===== src/rtl/mysystem_ram_arbiter.sv =====
// rtl/mysystem_ram_arbiter.sv - two-port round-robin arbiter in front of a single-port RAM
module mysystem_ram_arbiter #(
    parameter int ADDR_W = 12,
    parameter int DATA_W = 32
) (
    input  logic                clk,
    input  logic                reset,
    input  logic [ADDR_W-1:0]   m0_address,
    input  logic [DATA_W/8-1:0] m0_byteenable,
    input  logic                m0_read,
    input  logic                m0_write,
    input  logic [DATA_W-1:0]   m0_writedata,
    output logic                m0_waitrequest,
    output logic [DATA_W-1:0]   m0_readdata,
    output logic                m0_readdatavalid,
    input  logic [ADDR_W-1:0]   m1_address,
    input  logic [DATA_W/8-1:0] m1_byteenable,
    input  logic                m1_read,
    input  logic                m1_write,
    input  logic [DATA_W-1:0]   m1_writedata,
    output logic                m1_waitrequest,
    output logic [DATA_W-1:0]   m1_readdata,
    output logic                m1_readdatavalid,
    output logic [ADDR_W-1:0]   ram_address,
    output logic [DATA_W/8-1:0] ram_byteenable,
    output logic                ram_chipselect,
    output logic                ram_write,
    output logic [DATA_W-1:0]   ram_writedata,
    output logic                ram_clken,
    input  logic [DATA_W-1:0]   ram_readdata
);

    logic pend0;
    logic pend1;
    logic grant0;
    logic grant1;
    logic any_grant;
    logic grant_write;
    logic grant_read;
    logic last_grant;   // index of the port granted most recently
    logic rd_pend;      // a read was presented to the RAM last cycle
    logic rd_owner;     // port that owns the outstanding read

    assign pend0 = m0_read | m0_write;
    assign pend1 = m1_read | m1_write;

    // Round-robin grant: on contention the port not granted last wins; nothing is granted in reset.
    always_comb begin
        grant0 = 1'b0;
        grant1 = 1'b0;
        if (!reset) begin
            if (pend0 && pend1) begin
                if (last_grant) grant0 = 1'b1;
                else            grant1 = 1'b1;
            end else if (pend0) begin
                grant0 = 1'b1;
            end else if (pend1) begin
                grant1 = 1'b1;
            end
        end
    end

    assign any_grant   = grant0 | grant1;
    // Write dominates when a port raises read and write together.
    assign grant_write = grant1 ? m1_write : (grant0 & m0_write);
    assign grant_read  = any_grant & ~grant_write;

    assign m0_waitrequest = reset | (pend0 & ~grant0);
    assign m1_waitrequest = reset | (pend1 & ~grant1);

    // RAM request mux: port 1 only when it holds the grant, otherwise port 0 passes through.
    always_comb begin
        ram_address    = m0_address;
        ram_byteenable = m0_byteenable;
        ram_writedata  = m0_writedata;
        if (grant1) begin
            ram_address    = m1_address;
            ram_byteenable = m1_byteenable;
            ram_writedata  = m1_writedata;
        end
        if (grant_read) begin
            ram_byteenable = '1;
        end
        ram_chipselect = any_grant;
        ram_write      = grant_write;
    end

    assign ram_clken = ~reset;

    // Arbitration history and one-cycle read-return tracking.
    always_ff @(posedge clk or posedge reset) begin
        if (reset) begin
            last_grant <= 1'b1;
            rd_pend    <= 1'b0;
            rd_owner   <= 1'b0;
        end else begin
            if (any_grant) begin
                last_grant <= grant1;
            end
            rd_pend <= grant_read;
            if (grant_read) begin
                rd_owner <= grant1;
            end
        end
    end

    assign m0_readdatavalid = rd_pend & ~rd_owner;
    assign m1_readdatavalid = rd_pend &  rd_owner;
    assign m0_readdata      = ram_readdata;
    assign m1_readdata      = ram_readdata;

endmodule


===== config.mk =====
export PLATFORM = sky130hd
export DESIGN_NAME = mysystem_ram_arbiter
export DESIGN_NICKNAME = d
export VERILOG_FILES = /design/src/rtl/mysystem_ram_arbiter.sv
export SDC_FILE = /design/constraint.sdc
export NUM_CORES = 1
export LEC_CHECK = 0
export ABC_AREA = 1
export BUFFER_PORTS_ARGS = -buffer_cell sky130_fd_sc_hd__buf_2
export CAP_MARGIN = 20
export CORE_AREA = 2 2 98 100
export DETAILED_ROUTE_END_ITERATION = 7
export DIE_AREA = 0 0 100 102
export GPL_ROUTABILITY_DRIVEN = 0
export PLACE_DENSITY = 0.62
export RECOVER_POWER = 50
export REMOVE_ABC_BUFFERS = 1
export SLEW_MARGIN = 30
export SYNTH_ARGS = -nofsm -noshare
export SYNTH_HDL_FRONTEND = slang
export SYNTH_SLANG_ARGS = --single-unit

===== constraint.sdc =====
create_clock -name clk -period 2 [get_ports clk]
set_input_delay 0.3 -clock clk [delete_from_list [all_inputs] [get_ports clk]]
set_output_delay 0.3 -clock clk [all_outputs]
set_load 0.02 [all_outputs]

Word-level counts from Yosys, hierarchy flattened
Cells that the tools add are included.
{ "word_totals": {"ff_bits": 3, "latchBits": 0, "ram_bits": 0, "mem_bits_ro": 0, "input_bits": 134, "output_inout_bits": 119, "wordCells": 34, "n_memories": 0} }
{ "classes": {"n_addsub": 0, "mul": 0, "div": 0, "magnitude_cmp": 0, "eq_ne": 0, "n_shift": 0, "muxes": 14, "bitwise_logic": 16, "reduce_logical": 1} }
{ "ops": {"columns": ["op", "count"], "rows": [
  ["$mux 32", 1],
  ["$mux 12", 1],
  ["$mux 1", 10],
  ["$mux 4", 2],
  ["$and 1x1->1", 6],
  ["$not 1->1", 5],
  ["$or 1x1->1", 5],
  ["$logic_and 1x1->1", 1]
]} }

Logic depth before layout (Yosys ltp)
{ "depth": {"word_depth": 9, "ltp_mapped": 9, "ltp_nobuf": 7} }

Worst setup path before layout
OpenSTA, ideal clock, no wires.
{ "synth_path": {"path_kind": "register to output", "startpoint": "register last_grant", "endpoint": "output port ram_address[10]", "arrival_time_ns": 1.264, "required_time_ns": 1.700, "path_slack_ns": 0.436, "path_stages_with_launch": 9, "cell_sequence": "dfstp_2 inv_1 nor2_2 nor2_4 inv_2 buf_6 buf_6 nand2_1 nand2_1"} }
{ "synth_between": {"elab_chain_len": 4} }
{ "synth_rtl": {"columns": ["item", "line_no", "rtl"], "rows": [
  ["start: declaration", "40", "logic last_grant;"],
  ["start signal: assignment", "98", "last_grant <= grant1;"],
  ["$mux 1", "53", "if (last_grant) grant0 = 1'b1;"],
  ["$mux 1", "52", "if (pend0 && pend1) begin"],
  ["$mux 1", "51", "if (!reset) begin"],
  ["$mux 12", "76", "if (grant1) begin"],
  ["end: declaration", "24", "output logic [ADDR_W-1:0] ram_address,"]
]} }
No other way between the ends.

Worst setup path after layout
{ "layout_path": {"startpoint": "register last_grant", "endpoint": "output port ram_writedata[5]"} }
{ "layout_between": {"elab_chain_len": 4} }
{ "layout_rtl": {"columns": ["item", "line_no", "rtl"], "rows": [
  ["$mux 1", "53", null],
  ["$mux 1", "52", null],
  ["$mux 1", "51", null],
  ["$mux 32", "76", null],
  ["end: declaration", "28", "output logic [DATA_W-1:0] ram_writedata,"]
]} }
No other way between the ends.

==> flow_metrics.py <==
metrics = {
    "run_status": {
        "outcome": "completed",
    },
    "timing": {
        "slew_headroom": 0.824,
        "final_max_slew_viol_count": 0,
        "finalHoldViolations": 0,
        "clock_skew_ns": 0.00235,
        "setup_viol": 0,
        "final.setup.tns_ns": 0,
        "fmax_mhz": 524,
        "worst_slew_pin_slew_ns": 0.263,
        "period_minus_slack_ns": 1.91,
        "fin_crit_sh": 0.954,
        "rsz0062_at_grt": "no",
    },
    "route": {
        "drt-pass1-iter-count": 6,
        "postRouteAntennaNets": 0,
        "initialDrtViolationCount": 47,
        "via_per_inst": 3.99,
        "drc_errors": 0,
        "routed_wl_mm": 6.96,
        "route.detailed.wl_per_inst_um": 15.3,
        "vias": 1811,
    },
    "die": {
        "dieArea_sq_um": 10200,
        "die_h_um": 102,
        "coreArea_sq_um": 9110,
        "start_util": 0.144,
        "rows": 35,
        "die_w_um": 100,
        "pin_count": 253,
    },
    "global_routing": {
        "grt_use_total": 0.123,
        "antenna_found_initial": 0,
        "grt_max_degree": 30,
        "grt_pass1_wl_mm": 9.20,
        "grt_overflow": 0,
        "grt_pass1_vias": 1594,
    },
    "layout": {
        "nNetsFinal": 478,
        "area_growth_pct": 37.4,
        "n_antenna_cell": 0,
        "drive_gt1_frac": 0.499,
        "stdcell_area_sq_um": 1800,
        "stdcell_count": 454,
    },
    "clocking": {
        "clock_sinks": 3,
        "clk_latency_ns": 0.21,
        "cts_buffers": 3,
        "cts_tree": "yes",
        "htreeDepth": 1,
        "cts_buffer_depth": 2,
        "clk_pin_slew_worst_paths_ns": 0.03,
        "cts_root_buf": "clkbuf_8",
    },
    "yosys": {
        "yosysSeqAreaShare": 0.0582,
        "syn_area_per_cell_sq_um": 5.22,
        "netlist.top_cell.by_area": "nand2_1",
        "synthArstFlopShare": 1.00,
        "synth_top_area_frac": 0.427,
        "synth_edf_count": 0,
        "synth.ff_latch_count": 3,
        "synthTopCellsByCount": "149 x nand2_1, 65 x buf_4, 6 x buf_2, 5 x inv_1, 5 x nand3_1",
        "netlist_instances": 251,
        "synth_cell_types": 17,
        "yosys_warnings": 0,
        "synthTopCellsByArea": "nand2_1 43%, buf_4 37%, dfrtp_1 3.8%, buf_6 2.6%, buf_2 2.3%",
        "synth_area_sq_um": 1310,
        "yosysMostFrequentCell": "nand2_1",
        "synth_top_flop_cell": "dfrtp_1",
    },
    "setup_path": {
        "r2r-end": "rd_owner",
        "reg2reg_depth": 6,
        "r2r_start": "last_grant",
        "cp-start-kind": "flop",
        "crit_arrival_ns": 1.61,
        "critical_path_class": "reg2out",
        "r2r_slack_ns": 0.74,
        "crit_required_ns": 1.70,
        "critPathMaxFanout": 29,
        "cp-end-kind": "output port",
    },
    "job": {
        "cap_violations": 0,
    },
    "hold_path": {
        "min_path_type": "in2async",
    },
    "power_and_ir_drop": {
        "power.static_leakage_nw": 1.22,
        "p_per_area_nw_per_um2": 483,
        "ir_drop_mv": 0.124,
    },
    "place": {
        "placedCellCount": 449,
        "io_buffers": 156,
        "dp_hpwl_mm": 6.07,
        "placed_area_sq_um": 1740,
    },
}
-- layout by cell type, fill, tap and decap left out --
master and count:
a21oi_1 1, buf_12 2, buf_2 156, buf_4 3, clkbuf_1 1, clkbuf_8 3, dfrtp_1 2, dfstp_2 1
dlygate4sd3_1 1, inv_1 6, inv_2 2, nand2_1 149, nand2_2 2, nand3_1 5, nand4_1 1, nor2_1 2
nor2_4 2, o21ai_0 3, o21ai_1 1
-- logic make-up (layout without fill, tap and decap cells) --
kind of cell    after synthesis  count (layout)  synth area share
simple gates                161             161             0.479
buf+inv                      82             174             0.444
compound gates                5               5            0.0191
flops                         3               3            0.0582
-- layer usage --
metal / part of all wire / track usage
met1: 0.38 / 0.136
met2: 0.37 / 0.164
met3: 0.24 / 0.127
met4: 0.0026 / 0.0190
met5: 0.0076 / 0.0529
-- area by class of cell --
class	instances	area (sq um)
inverter	8	30.0
multi-input combinational	166	658
sequential	3	76.3
clock buffer	4	45.0
tap	111	139
fill	1086	7310
timing repair buffer	162	853
-- report_power, final --
part / switching (W) / total, W / internal, W / leakage [nW]
logic: 0.000383 / 0.000618 / 0.000235 / 1.16
clock network: 0.0000391 / 0.000175 / 0.000136 / 0.0228
registers: 0.00000533 / 0.0000779 / 0.0000726 / 0.0362
-- worst max path at each step --
stage                     startpoint           endpoint  slack [ns]  cells past startpoint
final                     last_grant   ram_writedata[5]        0.09                      8
after global routing      last_grant     ram_address[0]       0.009                      8
after CTS                 last_grant  ram_writedata[27]        0.06                      8
after detailed placement  last_grant  ram_writedata[27]        0.30                      8
after global placement    last_grant   ram_writedata[5]        0.30                      8
after floorplan                reset  ram_byteenable[0]       -0.20                      6
-- metrics by stage --
step	hold slack [ns]	util	power (W)	setup WS (ns)
floorplan	0.0941	-	0.000414	-0.201
global placement	0.199	0.191	0.000701	0.302
detailed placement	0.196	0.191	0.000700	0.299
CTS	0.143	0.197	0.000884	0.0619
global route	0.223	0.198	0.000953	0.00933
finish	0.214	0.198	0.000871	0.0928
-- worst max-delay path: stages, from the launching register on --
cell	delay (ns)
dfstp_2	0.52
inv_1	0.08
nor2_4	0.15
nor2_4	0.06
inv_2	0.09
buf_12	0.17
nand2_1	0.07
nand2_1	0.07
buf_2	0.16
-- timing repair --
| action | CTS | global route |
|---|---|---|
| buffers inserted | 0 | 0 |
| hold buffers | 1 | 0 |
| endpoints found under the hold margin | 2 | 0 |
| setup endpoints to repair | 0 | 9 |
| resized for setup | 0 | 1 |
-- registers in the layout (all words and copies together) (netlist names) --
signal and count:
rd_pend 1, rd_owner 1, last_grant 1
Note: power is estimated with default switching activity, not from simulation.
